$ cat src/rtl/dmem_arbiter_if.sv
// Debug/loader master port of the data-memory arbiter.
// Handshake: a beat transfers on a clock edge where dbg_req && dbg_gnt; the master
// holds dbg_we/lock/addr/wdata stable while dbg_req && !dbg_gnt. dbg_rvalid/dbg_rdata
// return read data one cycle after a granted read, with no back-pressure.
interface dmem_arbiter_if #(
    parameter int AW = 11
) ();
    logic          dbg_req;
    logic          dbg_we;
    logic          dbg_lock;
    logic [AW-1:0] dbg_addr;
    logic [31:0]   dbg_wdata;
    logic          dbg_gnt;
    logic          dbg_rvalid;
    logic [31:0]   dbg_rdata;

    modport master (
        output dbg_req, dbg_we, dbg_lock, dbg_addr, dbg_wdata,
        input  dbg_gnt, dbg_rvalid, dbg_rdata
    );

    modport slave (
        input  dbg_req, dbg_we, dbg_lock, dbg_addr, dbg_wdata,
        output dbg_gnt, dbg_rvalid, dbg_rdata
    );
endinterface

$ cat src/rtl/dmem_arbiter.sv
// Shares the single data-memory port between the CPU (default priority) and a debug
// master that wins on idle CPU cycles, after a starvation window, or while it holds a burst.
module dmem_arbiter #(
    parameter int AW           = 11,
    parameter int STARVE_LIMIT = 4,
    parameter int MAX_BURST    = 8
) (
    input  logic             clk,
    input  logic             rst,
    input  logic             cpu_dm_ena,
    input  logic             cpu_dm_wena,
    input  logic [31:0]      cpu_dm_addr,
    input  logic [31:0]      cpu_dm_wdata,
    output logic [31:0]      cpu_dm_rdata,
    output logic             cpu_stall,
    dmem_arbiter_if.slave    dbg,
    output logic             mem_ena,
    output logic             mem_wena,
    output logic [AW-1:0]    mem_addr,
    output logic [31:0]      mem_wdata,
    input  logic [31:0]      mem_rdata,
    // Arbiter state: 0 CPU_OWN, 1 DBG_BURST, 2 FORCE_CPU
    output logic [1:0]       state_o
);
    localparam int SW = $clog2(STARVE_LIMIT + 1);
    localparam int BW = $clog2(MAX_BURST + 1);
    localparam logic [SW-1:0] STARVE_MAX = SW'(STARVE_LIMIT - 1);
    localparam logic [BW-1:0] BURST_LAST = BW'(MAX_BURST - 1);

    typedef enum logic [1:0] {
        CPU_OWN   = 2'd0,
        DBG_BURST = 2'd1,
        FORCE_CPU = 2'd2
    } state_e;

    state_e        state_q;
    logic [SW-1:0] starve_q;
    logic [BW-1:0] burst_q;
    logic          rvalid_q;
    logic [31:0]   rdata_q;
    logic          dbg_win;

    logic unused_addr_bits;
    assign unused_addr_bits = ^{cpu_dm_addr[31:AW+2], cpu_dm_addr[1:0]};

    always_comb begin
        dbg_win = 1'b0;
        if (!rst) begin
            case (state_q)
                CPU_OWN:   dbg_win = dbg.dbg_req && (!cpu_dm_ena || starve_q == STARVE_MAX);
                DBG_BURST: dbg_win = dbg.dbg_req;
                default:   dbg_win = 1'b0;
            endcase
        end
    end

    // Everything combinational is forced to zero while reset is held.
    assign dbg.dbg_gnt    = dbg_win;
    assign cpu_stall      = dbg_win && cpu_dm_ena;
    assign mem_ena        = !rst && (dbg_win || cpu_dm_ena);
    assign mem_wena       = rst ? 1'b0 : (dbg_win ? dbg.dbg_we : cpu_dm_wena);
    assign mem_addr       = rst ? '0 : (dbg_win ? dbg.dbg_addr : cpu_dm_addr[AW+1:2]);
    assign mem_wdata      = rst ? '0 : (dbg_win ? dbg.dbg_wdata : cpu_dm_wdata);
    assign cpu_dm_rdata   = rst ? '0 : mem_rdata;
    assign dbg.dbg_rvalid = rvalid_q && !rst;
    // Read data is live from memory in the return cycle, then held for the master.
    assign dbg.dbg_rdata  = rst ? '0 : (rvalid_q ? mem_rdata : rdata_q);
    assign state_o        = state_q;

    always_ff @(posedge clk) begin
        if (rst) begin
            state_q  <= CPU_OWN;
            starve_q <= '0;
            burst_q  <= '0;
            rvalid_q <= 1'b0;
            rdata_q  <= '0;
        end else begin
            rvalid_q <= dbg_win && !dbg.dbg_we;
            if (rvalid_q) rdata_q <= mem_rdata;

            if (dbg_win) begin
                starve_q <= '0;
            end else if (dbg.dbg_req && cpu_dm_ena) begin
                if (starve_q != STARVE_MAX) starve_q <= starve_q + 1'b1;
            end else begin
                starve_q <= '0;
            end

            case (state_q)
                CPU_OWN: begin
                    if (dbg_win && dbg.dbg_lock) begin
                        if (MAX_BURST == 1) begin
                            state_q <= FORCE_CPU;
                        end else begin
                            state_q <= DBG_BURST;
                            burst_q <= BW'(1);
                        end
                    end
                end
                DBG_BURST: begin
                    if (dbg_win && dbg.dbg_lock) begin
                        if (burst_q == BURST_LAST) begin
                            state_q <= FORCE_CPU;
                            burst_q <= '0;
                        end else begin
                            burst_q <= burst_q + 1'b1;
                        end
                    end else begin
                        state_q <= CPU_OWN;
                        burst_q <= '0;
                    end
                end
                default: state_q <= CPU_OWN;
            endcase
        end
    end
endmodule
$ cat src/flat_wrapper.sv
// flat-port wrapper written by rule: the top's interface ports become plain ports
module dmem_arbiter_flat 
#(
    parameter int AW           = 11,
    parameter int STARVE_LIMIT = 4,
    parameter int MAX_BURST    = 8
)
  (clk, rst, cpu_dm_ena, cpu_dm_wena, cpu_dm_addr, cpu_dm_wdata, cpu_dm_rdata, cpu_stall, mem_ena, mem_wena, mem_addr, mem_wdata, mem_rdata, state_o, dbg_dbg_req, dbg_dbg_we, dbg_dbg_lock, dbg_dbg_addr, dbg_dbg_wdata, dbg_dbg_gnt, dbg_dbg_rvalid, dbg_dbg_rdata);
  dmem_arbiter_if #(.AW(AW)) dbg_i ();
  input  logic clk;
  input  logic rst;
  input  logic cpu_dm_ena;
  input  logic cpu_dm_wena;
  input  logic [31:0] cpu_dm_addr;
  input  logic [31:0] cpu_dm_wdata;
  output logic [31:0] cpu_dm_rdata;
  output logic cpu_stall;
  output logic mem_ena;
  output logic mem_wena;
  output logic [AW-1:0] mem_addr;
  output logic [31:0] mem_wdata;
  input  logic [31:0] mem_rdata;
  output logic [1:0] state_o;
  input wire logic [$bits(dbg_i.dbg_req)-1:0] dbg_dbg_req;
  input wire logic [$bits(dbg_i.dbg_we)-1:0] dbg_dbg_we;
  input wire logic [$bits(dbg_i.dbg_lock)-1:0] dbg_dbg_lock;
  input wire logic [$bits(dbg_i.dbg_addr)-1:0] dbg_dbg_addr;
  input wire logic [$bits(dbg_i.dbg_wdata)-1:0] dbg_dbg_wdata;
  output wire logic [$bits(dbg_i.dbg_gnt)-1:0] dbg_dbg_gnt;
  output wire logic [$bits(dbg_i.dbg_rvalid)-1:0] dbg_dbg_rvalid;
  output wire logic [$bits(dbg_i.dbg_rdata)-1:0] dbg_dbg_rdata;
  assign dbg_i.dbg_req = dbg_dbg_req;
  assign dbg_i.dbg_we = dbg_dbg_we;
  assign dbg_i.dbg_lock = dbg_dbg_lock;
  assign dbg_i.dbg_addr = dbg_dbg_addr;
  assign dbg_i.dbg_wdata = dbg_dbg_wdata;
  assign dbg_dbg_gnt = dbg_i.dbg_gnt;
  assign dbg_dbg_rvalid = dbg_i.dbg_rvalid;
  assign dbg_dbg_rdata = dbg_i.dbg_rdata;
  dmem_arbiter #(.AW(AW), .STARVE_LIMIT(STARVE_LIMIT), .MAX_BURST(MAX_BURST)) u_core (.clk(clk), .rst(rst), .cpu_dm_ena(cpu_dm_ena), .cpu_dm_wena(cpu_dm_wena), .cpu_dm_addr(cpu_dm_addr), .cpu_dm_wdata(cpu_dm_wdata), .cpu_dm_rdata(cpu_dm_rdata), .cpu_stall(cpu_stall), .dbg(dbg_i), .mem_ena(mem_ena), .mem_wena(mem_wena), .mem_addr(mem_addr), .mem_wdata(mem_wdata), .mem_rdata(mem_rdata), .state_o(state_o));
endmodule
$ cat config.mk
export PLATFORM = sky130hd
export DESIGN_NAME = dmem_arbiter_flat
export DESIGN_NICKNAME = d
export VERILOG_FILES = /design/src/rtl/dmem_arbiter_if.sv /design/src/rtl/dmem_arbiter.sv /design/src/flat_wrapper.sv
export SDC_FILE = /design/constraint.sdc
export NUM_CORES = 1
export LEC_CHECK = 0
export CAP_MARGIN = 5
export CORE_AREA = 2 2 101 103
export CTS_BUF_LIST = sky130_fd_sc_hd__clkbuf_8
export CTS_CLUSTER_DIAMETER = 150
export DETAILED_ROUTE_END_ITERATION = 12
export DIE_AREA = 0 0 103 105
export GPL_TIMING_DRIVEN = 0
export MAX_ROUTING_LAYER = met4
export PLACE_DENSITY = 0.78
export SYNTH_ARGS = -nofsm -noshare
export SYNTH_HDL_FRONTEND = slang
export SYNTH_SLANG_ARGS = --single-unit
export TNS_END_PERCENT = 5
$ cat constraint.sdc
create_clock -name clk -period 1.95 [get_ports clk]
set_input_delay 0.39 -clock clk [delete_from_list [all_inputs] [get_ports clk]]
set_output_delay 0.39 -clock clk [all_outputs]
set_load 0.02 [all_outputs]
[Word-level counts from Yosys, hierarchy flattened]
Index checks and enable logic that the tools add are counted.
Cells by class
  add/sub/neg operators: 2
  multipliers: 0
  div/mod/pow operators: 0
  $lt $le $gt $ge: 0
  equality and inequality tests: 6
  shift operators: 0
  mux-type cells: 19
  bitwise logic cells: 1
  reduce and logical (&&, ||, !) cells: 17
Operators with widths (number)
  $mux W32: 5
  $mux W11: 2
  $mux W4: 3
  $pmux W4 S2: 1
  $logic_and A1 B1 Y1: 7
  $mux W2: 3
  $add A4 B1 Y4 const B: 1
  $eq A4 B3 Y1 const B: 1
  $pmux W2 S2: 1
  $reduce_and A2 Y1: 2
  $add A3 B1 Y3 const B: 1
  $eq A3 B2 Y1 const B: 1
  $logic_not A1 Y1: 3
  $mux W1: 3
  $ne A3 B2 Y1 const B: 1
  $ne A3 B3 Y1 const B: 1
  $reduce_or A3 Y1: 1
  $eq A2 B1 Y1 const B: 1
  $logic_not A2 Y1: 1
  $logic_or A1 B1 Y1: 2
  $ne A2 B1 Y1 const B: 1
  $pmux W1 S2: 1
  $reduce_bool A2 Y1: 1
  $not A1 Y1: 1
Word-level totals
  bits in registers: 42
  bits in latches: 0
  bits in writable memories: 0
  ROM bits: 0
  bits of input ports: 146
  output and inout bits: 114
  memories: 0

[Depth between registers and ports, before layout]
Gate-level depths: netlist (run 1).
  word-level depth: 8
  mapped depth: 8

[Worst setup path after synthesis (run 1)]
No wires, ideal clock.
  path type: register to output
  from: register u_core.starve_q[0]
  to: output mem_addr[0]
  data arrival time: 1.844 ns
  data required time: 1.560 ns
  path slack: -0.284 ns
  stages on the path, launching flop included: 9
  path buffers: 3
  cells stage by stage: dfxtp_1 -> ha_1 -> ha_1 -> buf_2 -> nor3b_2 -> buf_4 -> buf_4 -> o21ai_0 -> a21oi_1
Between the ends
  cells in the longest elaborated chain, start to end: 7
RTL lines
  start: declaration: line dmem_arbiter.sv:37  | logic [SW-1:0] starve_q;
  start signal: assignment: line dmem_arbiter.sv:84  | if (starve_q != STARVE_MAX) starve_q <= starve_q + 1'b1;
  $eq A3 B2 Y1: line dmem_arbiter.sv:50  | CPU_OWN: dbg_win = dbg.dbg_req && (!cpu_dm_ena || starve_q == STARVE_MAX);
  $logic_or A1 B1 Y1: line dmem_arbiter.sv:50
  $logic_and A1 B1 Y1: line dmem_arbiter.sv:50
  $pmux W1 S2: line dmem_arbiter.sv:49  | case (state_q)
  $mux W1: line dmem_arbiter.sv:48  | if (!rst) begin
  $mux W11 (2 in series): line dmem_arbiter.sv:62  | assign mem_addr = rst ? '0 : (dbg_win ? dbg.dbg_addr : cpu_dm_addr[AW+1:2]);
  end: declaration: line flat_wrapper.sv:20  | output logic [AW-1:0] mem_addr;
Every way passes these cells.

[Worst setup path after layout (run 1)]
  from: register u_core.starve_q[1]
  to: output mem_wdata[2]
Between the ends
  cells in the longest elaborated chain, start to end: 7
RTL lines
  $eq A3 B2 Y1: line dmem_arbiter.sv:50
  $logic_or A1 B1 Y1: line dmem_arbiter.sv:50
  $logic_and A1 B1 Y1: line dmem_arbiter.sv:50
  $pmux W1 S2: line dmem_arbiter.sv:49
  $mux W1: line dmem_arbiter.sv:48
  $mux W32 (2 in series): line dmem_arbiter.sv:63  | assign mem_wdata = rst ? '0 : (dbg_win ? dbg.dbg_wdata : cpu_dm_wdata);
  end: declaration: line flat_wrapper.sv:21  | output logic [31:0] mem_wdata;
Every way passes these cells.

==> impl_metrics.tcl, run 1 <==
set metrics [dict create \
    critPathArrivalTime_ns 1.98 \
    syn_inst 353 \
    syn_area_per_cell_um2 7.48 \
    wl_per_cell_um 16.9 \
    numCtsBuffers 5 \
    slowest_stage "or3b_4" \
    period_minus_slack_ns 2.37 \
    dp_hpwl_um 9180 \
    vias 3629 \
    drc 0 \
    synth_cell_types 33 \
    dieWidth_um 103 \
    vdd_drop_max_mv 0.331 \
    worst_pin_slew_ns 0.452 \
    overflow 0 \
    clock.fmax_mhz 422 \
    cap_violations 0 \
    fin_ws_ns -0.420 \
    synth_edf_count 0 \
    holdWs_ns 0.501 \
    cpLargestDelayFamily "buffers and inverters" \
    ys_async_sr_fraction_pct 0 \
    cp_cell_sequence "ha_4, ha_4, or3b_4, buf_12, buf_12, nand3_2, a21oi_2, buf_4" \
    first_global_vias 3662 \
    fin_util_pct 63.3 \
    synthFlopType "dfxtp_1" \
    slew-limit-headroom_pct 69.8 \
    r2r_cells 8 \
    status "finished, violations left" \
    hp-start "u_core.starve_q[2]" \
    setup_violations 46 \
    min_period_over_period_pct 122 \
    drt_iter0_markers 140 \
    r2r_slack_ns 0.10 \
    initial_core_util_pct 27.4 \
    clock_latency_ns 0.29 \
    grt_use_total_pct 21.3 \
    path_max_fanout 10 \
    placedInstanceArea_um2 5490 \
    synth_top_area_cell "dfxtp_1" \
    hold_violations 0 \
    die-height_um 105 \
    grt_pass1_wl_um 18000 \
    clk_path_buf_depth 2 \
    critical_path_class "reg2out" \
    port_buffers 238 \
    via_per_inst 4.86 \
    synth_area_um2 2640 \
    rsz0062_at_grt "yes" \
    drv_slew 0 \
    cts_tree "yes" \
    antenna_left 0 \
    pre_cts_slack_ns -1.59 \
    ys_warn_count 0 \
    p_leak_nw 2.33 \
    rr_startpoint "u_core.starve_q[0]" \
    cts-root-buf "clkbuf_8" \
    dieArea_um2 10800 \
    worstSetupEndpointType "output port" \
    min_path_cells 2 \
    met1_length_um 4720 \
    power_density_nw_per_um2 425 \
    final_area_um2 6100 \
    crit_start "u_core.starve_q[1]" \
    start_kind "flop" \
    violations "negative setup slack" \
    dr_wl_met2_um 6590 \
    final_nets 760 \
    hold_buffers 0 \
    synth_fp_nets 502 \
    netlist_top_cells_area "dfxtp_1, mux2i_1, a21oi_1" \
    h-tree-depth 2 \
    ios 260 \
    ys_seq_elements 42 \
    critPathBufInv 3 \
    max_stage_delay_ns 0.39 \
    clk_pin_slew_ns 0.08 \
    path_depth 8 \
    fill_cells 817 \
    core_um2 9640 \
    ys_seq_area_share_pct 31.8 \
    fp-row-count 36 \
    wl_um 12600 \
    met3_length_um 1090 \
    gp_congestion 0.790 \
    clkSinkCount 42 \
    power.total_mw 2.59 \
    firstDrtPassIters 4 \
    area_growth_pct 131 \
    grt_max_degree 14 \
    hold_path_class "reg2reg" \
    required_ns 1.56 \
    final.setup_skew_ns 0.00413 \
    highest_layer "met4" \
    synth_common_cells "a21oi_1, nand3_1, o21ai_0" \
    yosysTopAreaCellShare_pct 31.8 \
    drive_above_1_share_pct 41.8 \
    antenna_found_initial 1 \
]
per-stage QoR:
stage          cells  TNS [ns]
6_report         746    -17.74
5_1_grt          746    -20.18
4_1_cts          738    -19.15
3_5_place_dp     724   -130.75
3_3_place_gp     724   -125.95
2_1_floorplan    353     -2.49
layout make-up:
| class | instances | area, um^2 | area share (%) |
|---|---|---|---|
| Tap cell | 133 | 166 | 2.73 |
| Clock buffer | 6 | 82.6 | 1.35 |
| Antenna cell | 1 | 2.50 | 0.0410 |
| Buffer | 35 | 357 | 5.84 |
| Multi-Input combinational cell | 269 | 2180 | 35.6 |
| Timing Repair Buffer | 253 | 2440 | 39.9 |
| Clock inverter | 2 | 12.5 | 0.205 |
| Inverter | 5 | 18.8 | 0.308 |
| Sequential cell | 42 | 851 | 13.9 |
routing by layer:
layer	vias to the layer above	global-route usage, %
li1	1761	-
met1	1682	22.2
met2	172	39.1
met3	14	5.02
met4	0	6.20
met5	-	-
where the power goes:
group / internal [mW] / switching (mW) / total [mW]
combinational: 0.590 / 0.543 / 1.13
clock: 0.285 / 0.291 / 0.576
sequential: 0.874 / 0.0101 / 0.884
total: 1.75 / 0.845 / 2.59
final timing paths:
path,end
setup / recovery,mem_wdata[2]
hold reg to reg,u_core.starve_q[2]
hold / removal,u_core.starve_q[2]
setup reg to reg,u_core.burst_q[0]
what timing repair did:
action	4_1_cts	5_1_grt
cloned	3	2
pin swaps	18	15
resized for setup	488	99
endpoints found under the setup margin	117	90
setup buffers	5	5
sequential cells by signal (all words and copies together), names as in the netlist:
name,flops
u_core.rdata_q,32
u_core.rvalid_q,1
u_core.state_o,2
u_core.starve_q,3
u_core.burst_q,4
worst reg2reg max path, cell delays in order, from the launching register on:
cell	delay, ns
dfxtp_2	0.36
ha_4	0.15
ha_4	0.15
nor3b_4	0.05
buf_6	0.15
buf_4	0.14
buf_4	0.14
o311a_4	0.37
a22o_1	0.24
cell usage in the layout, fill, tap and decap left out, drive strengths merged:
cell           netlist  final
a211oi               1      1
a21boi               1      1
a21oi               46     46
a22o                 1      1
a2bb2o               1      1
and3                 1      1
and3b                1      1
buf                 17     82
clkbuf              20     45
clkdlybuf4s15        0     20
clkdlybuf4s50        0    123
clkinv               0      1
clkinvlp             0      1
dfxtp               42     42
diode                0      1
dlygate4sd2          0     23
dlymetal6s2s         0      1
ha                   3      3
inv                  5      5
mux2i               34     34
nand2                1      1
nand2b               1      1
nand3               46     46
nand4                1      1
nor2                41     41
nor2b               33     33
nor3                 3      3
nor3b                2      2
o2111ai              1      1
o21ai               45     45
o2bb2ai              1      1
o311a                1      1
o311ai               1      1
or3b                 2      2
xor2                 1      1
cells by family after synthesis:
kind of cell	synth area share, %
xor+xnor	0.332
compound gates	20.7
mux	12.9
buf+inv	7.20
simple gates	25.6
fa+ha+maj	1.42
flops	31.8
Note: power is estimated with default switching activity, not from simulation.
==> run 2, diff against run 1 <==
clock period = 2.1 ns   (was 1.95 ns; I/O delays follow)
==> run 2 against run 1 <==
The flow still finishes with violations (negative setup slack). Wire length down 3.1%. Combinational power down 9.7%. Sequential power down 7.1%. Hold slack better by 0.0024 ns. Core utilization down 1.4 points. Final cell count down 0.40%. Setup slack better by 0.099 ns. Register-to-register slack better by 0.32 ns. Critical path depth up 1. Power down 11%. Critical path type unchanged.
==> impl_metrics.tcl, run 2 (synthesized netlist as in run 1, its figures left out) <==
set metrics [dict create \
    status "finished, violations left" \
    violations "negative setup slack" \
    slew-limit-headroom_pct 70.5 \
    wl_per_cell_um 16.4 \
    drt_iter0_markers 111 \
    clock_latency_ns 0.29 \
    hold_violations 0 \
    dieWidth_um 103 \
    required_ns 1.68 \
    hold_path_class "reg2reg" \
    r2r_end "u_core.burst_q[0]" \
    drive_above_1_share_pct 34.8 \
    worstSetupEndpointType "output port" \
    final_area_um2 5970 \
    fin_ws_ns -0.321 \
    pwr-share-comb_pct 43.8 \
    antennaDiodeCount 0 \
    placedInstanceArea_um2 5370 \
    p_sw_share_pct 32.5 \
    dieArea_um2 10800 \
    seqCellArea_um2 843 \
    vias 3640 \
    rsz0062_at_grt "yes" \
    seq_power_share_pct 35.4 \
    grt_use_total_pct 21.5 \
    min_period_over_period_pct 115 \
    r2r_cells 7 \
    worst_pin_slew_ns 0.443 \
    final_nets 759 \
    critPathArrivalTime_ns 2.00 \
    fill_cells 898 \
    drv_slew 0 \
    firstDrtPassIters 4 \
    critical_path_class "reg2out" \
    r2r_slack_ns 0.42 \
    clock.fmax_mhz 413 \
    largest_reg_flops 32 \
    hold_buffers 0 \
    holdWs_ns 0.503 \
    cts-root-buf "clkbuf_8" \
    power_density_nw_per_um2 389 \
    max_stage_delay_ns 0.34 \
    start_kind "flop" \
    antenna_found_initial 0 \
    first_global_vias 3610 \
    intPower_mw 1.57 \
    rr_startpoint "u_core.starve_q[1]" \
    ios 260 \
    power.total_mw 2.32 \
    worstSetupEndpoint "mem_addr[3]" \
    gp_congestion 0.943 \
    layout_common_cells "clkdlybuf4s50_1, nor2_1, nand3_2, a21oi_2, dfxtp_1" \
    layout_commonest_cell "clkdlybuf4s50_1" \
    largestRegisters "u_core.rdata_q: 32 flops, u_core.burst_q: 4 flops, u_core.starve_q: 3 flops" \
    switchingPower_mw 0.753 \
    h-tree-depth 2 \
    die-height_um 105 \
    crit_start "u_core.starve_q[1]" \
    via_per_inst 4.90 \
    period_minus_slack_ns 2.42 \
    fp-row-count 36 \
    grt_pass1_wl_um 17800 \
    overflow 0 \
    numCtsBuffers 5 \
    multi_input_area_um2 2070 \
    fin_util_pct 61.9 \
    clk_pin_slew_ns 0.07 \
    cp_cell_sequence "ha_4, ha_4, nor3b_4, buf_6, buf_8, buf_8, o21ai_4, a21oi_2, buf_6" \
    initial_core_util_pct 27.4 \
    vdd_drop_max_mv 0.277 \
    core_um2 9640 \
    antenna_left 0 \
    p_clk_share_pct 20.9 \
    dp_hpwl_um 9510 \
    clkSinkCount 42 \
    cts_tree "yes" \
    cap_violations 0 \
    drc 0 \
    wl_um 12200 \
    pre_cts_slack_ns -1.26 \
    grt_max_degree 13 \
    final.setup_skew_ns 0.00467 \
    path_max_fanout 6 \
    area_growth_pct 126 \
    port_buffers 238 \
    clk_path_buf_depth 2 \
    setup_violations 46 \
    slowest_stage "dfxtp_2" \
    largest_register "u_core.rdata_q" \
    p_leak_nw 2.47 \
]
==> run 2: changes by cell type in the layout (fill, tap and decap cells not counted), sizes merged <==
| cell | delta |
|---|---|
| dlygate4sd2 | +13 |
| clkbuf | -14 |
| diode | -1 |
| clkdlybuf4s50 | +1 |
| clkinv | +1 |
| clkdlybuf4s15 | -8 |
| dlymetal6s2s | +11 |
| clkinvlp | -1 |
| buf | -5 |
==> run 2: final cells by class <==
cell class	count	area share [%]
flip-flops and latches	42	14.1
clock buffers	5	1.15
plain buffers	36	5.60
well taps	133	2.79
repair buffers	251	41.1
multi-input cells	269	34.7
clock inverters	2	0.168
inverters	5	0.315
==> run 2: worst min-delay path by stage <==
stage	start	to	cells after the start
final	u_core.rdata_q[8]	u_core.rdata_q[8]	2
after global placement	u_core.starve_q[2]	u_core.starve_q[2]	2
after floorplan	u_core.starve_q[2]	u_core.starve_q[2]	2
after global routing	u_core.starve_q[2]	u_core.starve_q[2]	2
after detailed placement	u_core.starve_q[2]	u_core.starve_q[2]	2
after CTS	u_core.starve_q[2]	u_core.starve_q[2]	2
==> run 2: power by group through the flow <==
stage | combinational (mW) | clock, mW | sequential [mW]
3_5_place_dp | 0.911 | 0 | 0.839
4_1_cts | 0.964 | 0.500 | 0.821
5_1_grt | 1.07 | 0.532 | 0.822
3_3_place_gp | 0.903 | 0 | 0.838
2_1_floorplan | 0.397 | 0 | 0.838
6_report | 1.02 | 0.484 | 0.821
==> run 2: repair_timing <==
action | in CTS | in global routing
setup endpoints to repair | 115 | 91
gates resized for setup | 425 | 98
gates cloned | 2 | 0
endpoints found under the hold margin | 0 | 0
pin swaps | 14 | 25
setup buffers | 4 | 7
==> run 2: per-layer routing <==
metal	global-route usage [%]	vias to the layer above	wire, um
met3	3.48	31	946
li1	-	1751	-
met1	22.5	1665	4490
met2	39.1	193	6370
met5	-	-	0
met4	8.46	0	397
==> run 2: stage by stage <==
stage / std cells / setup TNS [ns]
floorplan: 353 / -0.443
global placement: 724 / -105.92
detailed placement: 724 / -107.28
CTS: 737 / -17.24
global route: 743 / -15.36
finish: 743 / -12.59
==> run 2: worst max-delay path, delay by kind of cell, from the launching register on <==
family / cells / cell delay, ns
fa+ha+maj: 2 / 0.33
simple gates: 1 / 0.26
compound gates: 2 / 0.24
buf+inv: 4 / 0.54
flops: 1 / 0.34
